<file path="src/rtl/axi_dot_master.sv">
// Dot-product initiator: reads A[i] and B[i] over single-beat AXI-style reads, accumulates A*B,
// then writes the accumulator little-endian, one byte per write transaction.
module axi_dot_master #(
  parameter int ADDR_WIDTH = 16,
  parameter int DATA_WIDTH = 8,
  parameter int LEN_WIDTH  = 8,
  parameter int ACC_WIDTH  = 32
) (
  input  logic                  clk,
  input  logic                  rst_n,
  input  logic                  start,
  input  logic [ADDR_WIDTH-1:0] base_a,
  input  logic [ADDR_WIDTH-1:0] base_b,
  input  logic [ADDR_WIDTH-1:0] base_res,
  input  logic [LEN_WIDTH-1:0]  len,
  output logic                  busy,
  output logic                  done,
  output logic [ACC_WIDTH-1:0]  result,
  output logic [ADDR_WIDTH-1:0] awaddr,
  output logic                  awvalid,
  input  logic                  awready,
  output logic [DATA_WIDTH-1:0] wdata,
  output logic                  wvalid,
  input  logic                  wready,
  input  logic                  bvalid,
  output logic                  bready,
  output logic [ADDR_WIDTH-1:0] araddr,
  output logic                  arvalid,
  input  logic                  arready,
  input  logic [DATA_WIDTH-1:0] rdata,
  input  logic                  rvalid,
  output logic                  rready,
  output logic [3:0]            dbg_state
);

  localparam int NB  = ACC_WIDTH / DATA_WIDTH;
  localparam int K_W = (NB > 1) ? $clog2(NB) : 1;
  localparam logic [K_W-1:0] K_LAST = K_W'(NB - 1);

  localparam logic [3:0] S_IDLE      = 4'd0;
  localparam logic [3:0] S_RD_A_ADDR = 4'd1;
  localparam logic [3:0] S_RD_A_DATA = 4'd2;
  localparam logic [3:0] S_RD_B_ADDR = 4'd3;
  localparam logic [3:0] S_RD_B_DATA = 4'd4;
  localparam logic [3:0] S_MAC       = 4'd5;
  localparam logic [3:0] S_WR_ADDR   = 4'd6;
  localparam logic [3:0] S_WR_DATA   = 4'd7;
  localparam logic [3:0] S_WR_RESP   = 4'd8;
  localparam logic [3:0] S_DONE      = 4'd9;

  logic [3:0]              state;
  logic [ADDR_WIDTH-1:0]   base_a_r;
  logic [ADDR_WIDTH-1:0]   base_b_r;
  logic [ADDR_WIDTH-1:0]   base_res_r;
  logic [LEN_WIDTH-1:0]    len_r;
  logic [LEN_WIDTH-1:0]    idx;
  logic [LEN_WIDTH-1:0]    idx_nxt;
  logic [K_W-1:0]          k;
  logic [K_W-1:0]          k_nxt;
  logic [DATA_WIDTH-1:0]   a_r;
  logic [DATA_WIDTH-1:0]   b_r;
  logic [ACC_WIDTH-1:0]    acc;
  logic [2*DATA_WIDTH-1:0] prod;
  logic [ACC_WIDTH-1:0]    mac_sum;

  assign prod    = {{DATA_WIDTH{1'b0}}, a_r} * {{DATA_WIDTH{1'b0}}, b_r};
  assign mac_sum = acc + ACC_WIDTH'(prod);
  assign idx_nxt = idx + LEN_WIDTH'(1);
  assign k_nxt   = k + K_W'(1);

  // Handshake: a transfer happens on a rising edge where valid and ready are both high.
  // Every valid/ready here is decoded from the state alone, so it rises on state entry, stays
  // high with stable address/data until its handshake, and drops the cycle after.
  assign busy      = (state != S_IDLE);
  assign done      = (state == S_DONE);
  assign arvalid   = (state == S_RD_A_ADDR) || (state == S_RD_B_ADDR);
  assign rready    = (state == S_RD_A_DATA) || (state == S_RD_B_DATA);
  assign awvalid   = (state == S_WR_ADDR);
  assign wvalid    = (state == S_WR_DATA);
  assign bready    = (state == S_WR_RESP);
  assign dbg_state = state;

  always_ff @(posedge clk or negedge rst_n) begin
    if (!rst_n) begin
      state      <= S_IDLE;
      base_a_r   <= '0;
      base_b_r   <= '0;
      base_res_r <= '0;
      len_r      <= '0;
      idx        <= '0;
      k          <= '0;
      a_r        <= '0;
      b_r        <= '0;
      acc        <= '0;
      result     <= '0;
      araddr     <= '0;
      awaddr     <= '0;
      wdata      <= '0;
    end else begin
      case (state)
        S_IDLE: begin
          if (start) begin
            base_a_r   <= base_a;
            base_b_r   <= base_b;
            base_res_r <= base_res;
            len_r      <= len;
            acc        <= '0;
            idx        <= '0;
            k          <= '0;
            if (len == '0) begin
              awaddr <= base_res;
              wdata  <= '0;
              state  <= S_WR_ADDR;
            end else begin
              araddr <= base_a;
              state  <= S_RD_A_ADDR;
            end
          end
        end
        S_RD_A_ADDR: if (arready) state <= S_RD_A_DATA;
        S_RD_A_DATA: begin
          if (rvalid) begin
            a_r    <= rdata;
            araddr <= base_b_r + ADDR_WIDTH'(idx);
            state  <= S_RD_B_ADDR;
          end
        end
        S_RD_B_ADDR: if (arready) state <= S_RD_B_DATA;
        S_RD_B_DATA: begin
          if (rvalid) begin
            b_r   <= rdata;
            state <= S_MAC;
          end
        end
        S_MAC: begin
          acc <= mac_sum;
          idx <= idx_nxt;
          if (idx == len_r - LEN_WIDTH'(1)) begin
            // Byte 0 comes straight from the new sum; acc is only updated at this same edge.
            awaddr <= base_res_r;
            wdata  <= mac_sum[DATA_WIDTH-1:0];
            state  <= S_WR_ADDR;
          end else begin
            araddr <= base_a_r + ADDR_WIDTH'(idx_nxt);
            state  <= S_RD_A_ADDR;
          end
        end
        S_WR_ADDR: if (awready) state <= S_WR_DATA;
        S_WR_DATA: if (wready) state <= S_WR_RESP;
        S_WR_RESP: begin
          if (bvalid) begin
            if (k == K_LAST) begin
              result <= acc;
              state  <= S_DONE;
            end else begin
              k      <= k_nxt;
              awaddr <= base_res_r + ADDR_WIDTH'(k_nxt);
              wdata  <= acc[int'(k_nxt)*DATA_WIDTH +: DATA_WIDTH];
              state  <= S_WR_ADDR;
            end
          end
        end
        S_DONE:  state <= S_IDLE;
        default: state <= S_IDLE;
      endcase
    end
  end

endmodule

</file>
<file path="config.mk">
export PLATFORM = sky130hd
export DESIGN_NAME = axi_dot_master
export DESIGN_NICKNAME = d
export VERILOG_FILES = /design/src/rtl/axi_dot_master.sv
export SDC_FILE = /design/constraint.sdc
export NUM_CORES = 1
export LEC_CHECK = 0
export ABC_AREA = 1
export CAP_MARGIN = 20
export CORE_MARGIN = 5
export CORE_UTILIZATION = 45
export DETAILED_ROUTE_END_ITERATION = 8
export GPL_TIMING_DRIVEN = 0
export PLACE_DENSITY = 0.69
export REMOVE_ABC_BUFFERS = 1
export SLEW_MARGIN = 25
export SYNTH_ARGS = -nofsm -noshare
export SYNTH_HDL_FRONTEND = slang
export SYNTH_SLANG_ARGS = --single-unit
</file>
<file path="constraint.sdc">
create_clock -name clk -period 10.7 [get_ports clk]
set_input_delay 3.21 -clock clk [delete_from_list [all_inputs] [get_ports clk]]
set_output_delay 3.21 -clock clk [all_outputs]
set_load 0.1 [all_outputs]
</file>
==> reports/results.txt, run 1 <==
run status -> complete, no violations
worst min-delay path startpoint -> wdata[0]
largest net degree at the start of global routing -> 88
FF+latch area -> 4750 um^2
placement-stage worst setup slack -> 4.63 ns
Worst Setup Slack, final -> 4.37 ns
signal arrival time at the worst endpoint -> 3.12 ns
Hold Vio Cnt, Final -> 0
Hold Path Class -> flop to flop
crit end category -> primary output
number of buffers between clock root and the deepest sink -> 2
data required time at the worst endpoint -> 7.49 ns
dominant synthesized flop cell -> dfrtp_1
die boundary width -> 183 um
iteration count of the initial detailed-routing pass -> 5
CTS tree -> built
crit path max fanout -> 29
Port Buffers -> 154
sort of element at the start of the critical path -> flop
number of library cell types mapped by synthesis -> 41
Global Route Usage Sum -> 22.4%
DP HPWL -> 28000 um
count of endpoints failing setup in the final report -> 0
IO Pins -> 155
synthesized netlist cell count -> 1838
Max Clk Rate -> 158 MHz
weighted congestion at the end of routability-driven global placement -> 0.887
number of vias per cell -> 5.19
cell at the root of the clock tree -> clkbuf_16
Least-Margin Pin Slew -> 1.10 ns
number of max-slew violations in the final report -> 0
count of nets after finishing -> 2138
commonest cells after routing, fill and taps aside -> 577 x nand2_1, 289 x inv_1, 190 x dfrtp_1
ordered list of cells on the worst path -> nor2_2 -> nand2_2 -> nor2_4 -> clkdlybuf4s50_1
critical path start-end classification -> flop to primary output
crit path max-delay cell type -> clkdlybuf4s50_1
fill cell total of the finished layout -> 2874
fraction of registers with async set/reset -> 100%
main area contributors after synthesis -> dfrtp_1 35%, nand2_1 16%, inv_1 8.1%
# hold bufs at CTS -> 0
number of enable flip-flop cells after synthesis -> 0
Post-Synthesis Mean Instance Area -> 7.29 um^2
CP peak stage delay -> 1.27 ns
cell area after synthesis -> 13400 um^2
cell type with the highest aggregate area in the netlist -> dfrtp_1
r2r startpoint -> a_r[5]
post-route clock period utilization -> 59.1%
post-CTS setup-driven buffer insertion count -> 0
die extent in y -> 183 um
share of cells above drive strength 1 -> 4.28%
unrepaired setup endpoints after global routing -> no
site row count -> 63
Starting DRT DRC Count -> 880
starting density of the core -> 45.3%
Clock Latency Late Sink -> 0.45 ns
post-synthesis to final-layout area growth -> 18.3%
Slew headroom -> 26.4%
max-cap check violation count -> 0
DRC violation count after routing -> 0
antenna cell count -> 0
average wire length per cell after detail routing -> 15.7 um
Crit path max-delay family -> buffers and inverters
Crit. Startpoint -> dbg_state[0]
global route total overflow -> 0
vias after detailed routing -> 12200
buffer and inverter count on the worst path -> 1
maximum clock skew at final layout -> 0.0168 ns
fraction of the core area covered by cells at the end of the flow -> 53.7%
Syn. warnings -> 0
count of instances resized after the clock tree is built -> 0
initial antenna violation count -> 0
time the final worst path needs with I/O delays and setup -> 6.33 ns
portion of the post-synthesis area used by sequential elements -> 35.5%
commonest non-fill, non-tap cell in the layout -> nand2_1
remaining antenna violation count -> 0
detailed-route wire length -> 36900 um
Clock Pin Slew Worst Setup and Hold Paths -> 0.08 ns
global-route wire length before repair -> 60900 um
via count of the first global-routing pass -> 11900
cts bufs inserted -> 17
area of the core -> 29600 um^2
flip-flop and latch count after synthesis -> 190
sum of negative setup slack -> 0 ns
H-tree depth -> 4
Synth top area share -> 35.5%
TritonCTS sink count -> 190
area used by multi-input combinational logic -> 7250 um^2
Die Outline Area -> 33300 um^2
-- worst reg2reg max path: stages, from the launching register on --
cell and delay [ns]:
dfrtp_1 0.56, nand2_1 0.14, fa_1 0.53, inv_1 0.05, fa_1 0.49, inv_1 0.05
fa_1 0.50, fa_1 0.57, inv_1 0.04, ha_1 0.37, nand3_1 0.10, nand2_1 0.11
inv_1 0.07, o21ai_0 0.53, nand2_1 0.14, nand2_2 0.21, nand2_1 0.11, o21ai_0 0.15
inv_1 0.05
-- metal layers --
metal  up-vias  track usage (%)  share of wire (%)  routed length [um]
met4         0             7.36                2.9                1050
li1       6059                -                  -                   -
met3        59             4.29                6.2                2300
met2       362             36.1                 46               16900
met1      5738             30.6                 45               16600
met5         -                0                  0                   0
-- state kept, by name (all words and copies together), names as in the netlist --
register / count
awaddr: 16
base_res_r: 16
dbg_state: 4
araddr: 16
b_r: 8
acc: 32
base_b_r: 16
wdata: 8
result: 32
idx: 8
k: 2
base_a_r: 16
a_r: 8
len_r: 8
-- area by class of cell --
type / instances / area share [%]
clock buffer: 18 / 2.71
tap: 390 / 3.08
sequential: 190 / 30.0
clock inverter: 13 / 0.891
timing repair buffer: 160 / 10.6
multi-input combinational: 1285 / 45.7
inverter: 297 / 7.03
-- metrics by stage --
stage                     cells  cell area [um^2]  hold slack [ns]
after floorplan            1772             13100            0.448
after global placement     2316             15100            0.453
after detailed placement   2321             15300            0.461
after CTS                  2352             15800            0.481
after global routing       2353             15900            0.500
final                      2353             15900            0.476
-- logic make-up after synthesis --
family / synth area share (%)
xor+xnor: 0.653
flops: 35.5
buf+inv: 10.6
mux: 1.60
fa+ha+maj: 13.7
simple gates: 27.4
compound gates: 10.6
-- path summary, 6_finish.rpt --
kind	endpoint	slack [ns]	cells after the start
hold reg to reg	wdata[0]	0.48	2
max in group asynchronous	base_b_r[12]	7.25	2
hold / removal	wdata[0]	0.48	2
min in group asynchronous	a_r[4]	2.67	1
setup reg to reg	acc[23]	5.81	18
setup / recovery	bready	4.37	4
-- synthesized netlist by cell type (4+ instances only) --
library cell  instances
dfrtp_1             190
nand2_1             577
nor2_2                4
inv_1               289
xnor2_1               4
nand3b_1              5
nor3_1               18
nand4_1              22
o22ai_1              15
o21ai_1               4
clkbuf_1             36
fa_1                 53
mux2_2               19
a21oi_1              67
nand3_1             151
clkinv_1              4
nor4_1                5
ha_1                 62
xor2_1                6
buf_2                23
or2_2                 6
o21ai_0             155
nand2_2               5
o211ai_1             13
nor2_1               76
inv_2                 4
Power of run 1 is left out: the tool's default activity adds up to more than one toggle a clock period on the data nets, which glitch-free logic cannot reach.
==> run 2: changes to the inputs <==
--- a/config.mk
+++ b/config.mk
@@ -11,7 +11,7 @@
 export CORE_UTILIZATION = 45
 export DETAILED_ROUTE_END_ITERATION = 8
 export GPL_TIMING_DRIVEN = 0
-export PLACE_DENSITY = 0.69
+export PLACE_DENSITY = 0.72
 export REMOVE_ABC_BUFFERS = 1
 export SLEW_MARGIN = 25
 export SYNTH_ARGS = -nofsm -noshare
==> constraint.sdc (replaced) <==
create_clock -name clk -period 5.21 [get_ports clk]
set_input_delay 1.563 -clock clk [delete_from_list [all_inputs] [get_ports clk]]
set_output_delay 1.563 -clock clk [all_outputs]
set_load 0.1 [all_outputs]
==> reports/results.txt, run 2 (synthesis results as in run 1) <==
run status -> complete, no violations
unrepaired setup endpoints after global routing -> no
Starting DRT DRC Count -> 934
met3 Track Usage GR -> 4.54%
largest net degree at the start of global routing -> 88
site row count -> 63
buffer and inverter count on the worst path -> 5
count of endpoints failing setup in the final report -> 0
global route total overflow -> 0
time the final worst path needs with I/O delays and setup -> 4.82 ns
post-CTS setup-driven buffer insertion count -> 0
number of buffers between clock root and the deepest sink -> 2
DP HPWL -> 28000 um
weighted congestion at the end of routability-driven global placement -> 0.883
via count of the first global-routing pass -> 12200
most used routing layer -> met2
registers with the highest flip-flop counts -> acc (32), result (32)
CP peak stage delay -> 0.57 ns
post-route clock period utilization -> 92.5%
cell area after layout -> 15900 um^2
commonest non-fill, non-tap cell in the layout -> nand2_1
cts bufs inserted -> 17
TritonCTS sink count -> 190
post-synthesis to final-layout area growth -> 18.6%
area of the core -> 29600 um^2
Slew headroom -> 29.9%
Clock Pin Slew Worst Setup and Hold Paths -> 0.08 ns
placed insts -> 2320
maximum clock skew at final layout -> 0.0154 ns
met1 Resource Use GR -> 30.9%
share of cells above drive strength 1 -> 4.33%
DRC violation count after routing -> 0
global routing usage on met2 -> 37.3%
Crit path max-delay family -> adder cells
sort of element at the start of the critical path -> flop
die boundary width -> 183 um
crit path max-delay cell type -> dfrtp_1
Hold Vio Cnt, Final -> 0
CTS tree -> built
iteration count of the initial detailed-routing pass -> 5
Least-Margin Pin Slew -> 1.05 ns
Hold Path Class -> flop to flop
global-route wire length before repair -> 62200 um
Worst Setup Slack, final -> 0.391 ns
non-filler instance count after layout -> 2353
number of max-slew violations in the final report -> 0
crit path max fanout -> 9
fraction of the core area covered by cells at the end of the flow -> 53.8%
initial antenna violation count -> 1
critical path start-end classification -> flop to flop
fill cell total of the finished layout -> 2874
average wire length per cell after detail routing -> 15.8 um
Max Clk Rate -> 208 MHz
starting density of the core -> 45.3%
data required time at the worst endpoint -> 5.55 ns
count of nets after finishing -> 2137
instance area at placement -> 15300 um^2
Port Buffers -> 154
commonest cells after routing, fill and taps aside -> 577 x nand2_1, 289 x inv_1, 190 x dfrtp_1
IO Pins -> 155
die extent in y -> 183 um
H-tree depth -> 4
signal arrival time at the worst endpoint -> 5.16 ns
Die Outline Area -> 33300 um^2
crit end category -> flop
Clock Latency Late Sink -> 0.45 ns
cell occurring most often along the worst timing path -> inv_1
number of vias per cell -> 5.23
cell at the root of the clock tree -> clkbuf_16
remaining antenna violation count -> 0
# hold bufs at CTS -> 0
detailed-route wire length -> 37200 um
vias after detailed routing -> 12300
count of instances resized after the clock tree is built -> 0
max-cap check violation count -> 0
antenna cell count -> 0
placement-stage worst setup slack -> 0.473 ns
Global Route Usage Sum -> 22.9%
ordered list of cells on the worst path -> nand2_1 -> fa_1 -> inv_1 -> fa_1 -> fa_1 -> inv_1 -> fa_1 -> inv_1 -> ha_1 -> nand2_1 -> inv_1 -> nand3_1 -> o21ai_0 -> nand2_1 -> nand2_2 -> nand2_1 -> o21ai_0 -> inv_1
## run 2: cell count changes in the layout (fill, tap and decap cells not counted), sizes merged
cell           change
clkbuf             -1
clkdlybuf4s50      -1
clkinv             +6
inv                -4
## run 2: per-stage QoR
step / hold WS (ns) / setup TNS, ns
floorplan: 0.448 / -36.10
global placement: 0.456 / -1336.82
detailed placement: 0.459 / 0
CTS: 0.480 / 0
global route: 0.503 / 0
finish: 0.475 / 0
## run 2: routing by layer
layer | routed length (um) | up-vias | part of all wire (%)
met5 | 7 | - | 0.019
met1 | 16700 | 5816 | 45
li1 | - | 6057 | -
met2 | 17300 | 365 | 47
met4 | 949 | 2 | 2.6
met3 | 2270 | 61 | 6.1
## run 2: layout make-up
class                   instances  area [um^2]  share of cell area [%]
multi-input cells            1285         7240                    45.6
flip-flops and latches        190         4750                    29.9
repair buffers                159         1670                    10.5
inverters                     297         1110                    7.01
well taps                     390          488                    3.07
clock buffers                  17          425                    2.68
clock inverters                15          201                    1.27
## run 2: path summary, 6_finish.rpt
check                               start        end  slack [ns]  cells after the start
worst max-delay path               b_r[4]    acc[23]        0.39                     18
min in group asynchronous           rst_n     a_r[4]        0.96                      1
worst min register to register  awaddr[7]  awaddr[7]        0.48                      2
worst min-delay path            awaddr[7]  awaddr[7]        0.48                      2
worst max register to register     b_r[4]    acc[23]        0.39                     18
max in group asynchronous           rst_n     idx[2]        3.49                      2
## run 2: worst min-delay path, stage by stage, from the launching register on
cell,delay [ns]
dfrtp_1,0.35
nand2_1,0.05
nand2_1,0.04
Power of run 2 is left out for the same reason.
==> run 3: changes to the inputs <==
--- a/config.mk
+++ b/config.mk
@@ -11,7 +11,7 @@
 export CORE_UTILIZATION = 45
 export DETAILED_ROUTE_END_ITERATION = 8
 export GPL_TIMING_DRIVEN = 0
-export PLACE_DENSITY = 0.72
+export PLACE_DENSITY = 0.69
 export REMOVE_ABC_BUFFERS = 1
 export SLEW_MARGIN = 25
 export SYNTH_ARGS = -nofsm -noshare
==> constraint.sdc (replaced) <==
create_clock -name clk -period 4.64 [get_ports clk]
set_input_delay 1.392 -clock clk [delete_from_list [all_inputs] [get_ports clk]]
set_output_delay 1.392 -clock clk [all_outputs]
set_load 0.1 [all_outputs]
==> reports/results.txt, run 3 (synthesis results as in run 1) <==
Least-Margin Pin Slew -> 1.10 ns
global-route wire length before repair -> 60900 um
die boundary width -> 183 um
Max Clk Rate -> 222 MHz
DP HPWL -> 28000 um
Hold Path Cell Cnt -> 2
run status -> complete, no violations
crit end category -> primary output
data required time at the worst endpoint -> 3.25 ns
remaining antenna violation count -> 0
die extent in y -> 183 um
initial antenna violation count -> 0
commonest cells after routing, fill and taps aside -> 577 x nand2_1, 289 x inv_1, 174 x dfrtp_1
Clock Latency Late Sink -> 0.45 ns
Hold Path Class -> flop to flop
count of endpoints failing setup in the final report -> 0
number of cells traversed by the worst register-to-register path -> 17
iteration count of the initial detailed-routing pass -> 5
DRC violation count after routing -> 0
# hold bufs at CTS -> 0
antenna cell count -> 0
placement-stage worst setup slack -> -0.195 ns
fraction of the core area covered by cells at the end of the flow -> 54.1%
IO Pins -> 155
registers with the highest flip-flop counts -> acc (32), result (32)
signal arrival time at the worst endpoint -> 3.12 ns
sort of element at the start of the critical path -> flop
maximum clock skew at final layout -> 0.0161 ns
number of vias per cell -> 5.19
Global Route Usage Sum -> 22.4%
Worst Setup Slack, final -> 0.127 ns
global route total overflow -> 0
weighted congestion at the end of routability-driven global placement -> 0.887
via count of the first global-routing pass -> 11900
Hold Vio Cnt, Final -> 0
max-cap check violation count -> 0
critical path start-end classification -> flop to primary output
cts bufs inserted -> 17
crit path max fanout -> 29
count of nets after finishing -> 2146
post-route clock period utilization -> 97.3%
largest net degree at the start of global routing -> 88
Port Buffers -> 154
Die Outline Area -> 33300 um^2
fill cell total of the finished layout -> 2857
starting density of the core -> 45.3%
time the final worst path needs with I/O delays and setup -> 4.51 ns
number of max-slew violations in the final report -> 0
TritonCTS sink count -> 190
vias after detailed routing -> 12300
share of cells above drive strength 1 -> 5.78%
Slew headroom -> 26.5%
area of the core -> 29600 um^2
detailed-route wire length -> 37100 um
site row count -> 63
H-tree depth -> 4
average wire length per cell after detail routing -> 15.7 um
number of buffers between clock root and the deepest sink -> 2
Starting DRT DRC Count -> 833
commonest non-fill, non-tap cell in the layout -> nand2_1
CTS tree -> built
cell at the root of the clock tree -> clkbuf_16
post-synthesis to final-layout area growth -> 19.3%
Clock Pin Slew Worst Setup and Hold Paths -> 0.08 ns
==> run 3: cell count changes in the layout (fill, tap and decap cells not counted), moves of 2 or more <==
| cell | delta |
|---|---|
| dfrtp_1 | -16 |
| a21oi_2 | +2 |
| inv_8 | +4 |
| buf_4 | +8 |
| clkinv_8 | -6 |
| a21oi_1 | -2 |
| dfrtp_2 | +16 |
| ha_1 | -2 |
==> run 3: critical path, cell delays in order (launching register included) <==
cell	delay, ns
dfrtp_1	0.47
nor2_2	0.20
nand2_2	0.12
nor2_4	0.62
clkdlybuf4s50_1	1.27
==> run 3: final timing paths <==
check                                  start            to  slack [ns]
min in group asynchronous              rst_n        a_r[4]        0.85
max in group asynchronous              rst_n  base_b_r[12]        3.02
worst min register to register    awaddr[15]    awaddr[15]        0.48
worst min-delay path              awaddr[15]    awaddr[15]        0.48
worst max-delay path            dbg_state[0]        bready        0.13
worst max register to register        a_r[3]       acc[28]        0.20
==> run 3: final cells by class <==
type                            instances  area (um^2)  area share, %
Sequential cell                       190         4770           29.9
Clock buffer                           18          429           2.68
Timing Repair Buffer                  168         1750           10.9
Tap cell                              390          488           3.05
Clock inverter                         13          141          0.884
Multi-Input combinational cell       1285         7290           45.6
Inverter                              297         1110           6.97
==> run 3: routing by layer <==
metal | global-route usage, % | up-vias | part of all wire, % | wire, um
met1 | 30.6 | 5765 | 45 | 16700
met5 | 0 | - | 0 | 0
met4 | 7.36 | 0 | 2.8 | 1030
met2 | 36.1 | 369 | 46 | 17100
li1 | - | 6076 | - | -
met3 | 4.29 | 54 | 6.1 | 2260
==> run 3: metrics by stage <==
step	cell area [um^2]	cells	TNS, ns	hold WS [ns]
2_1_floorplan	13100	1772	-76.52	0.448
3_3_place_gp	15100	2316	-1458.58	0.453
3_5_place_dp	15300	2321	-0.995	0.461
4_1_cts	15800	2352	0	0.481
5_1_grt	16000	2361	-0.135	0.500
6_report	16000	2361	0	0.476
==> run 3: timing repair <==
item | CTS | global route
setup endpoints to repair | 7 | 19
buffers inserted | 0 | 8
pin swaps | 0 | 2
gates resized for setup | 2 | 23
gates cloned | 0 | 0
Power of run 3 is left out for the same reason.
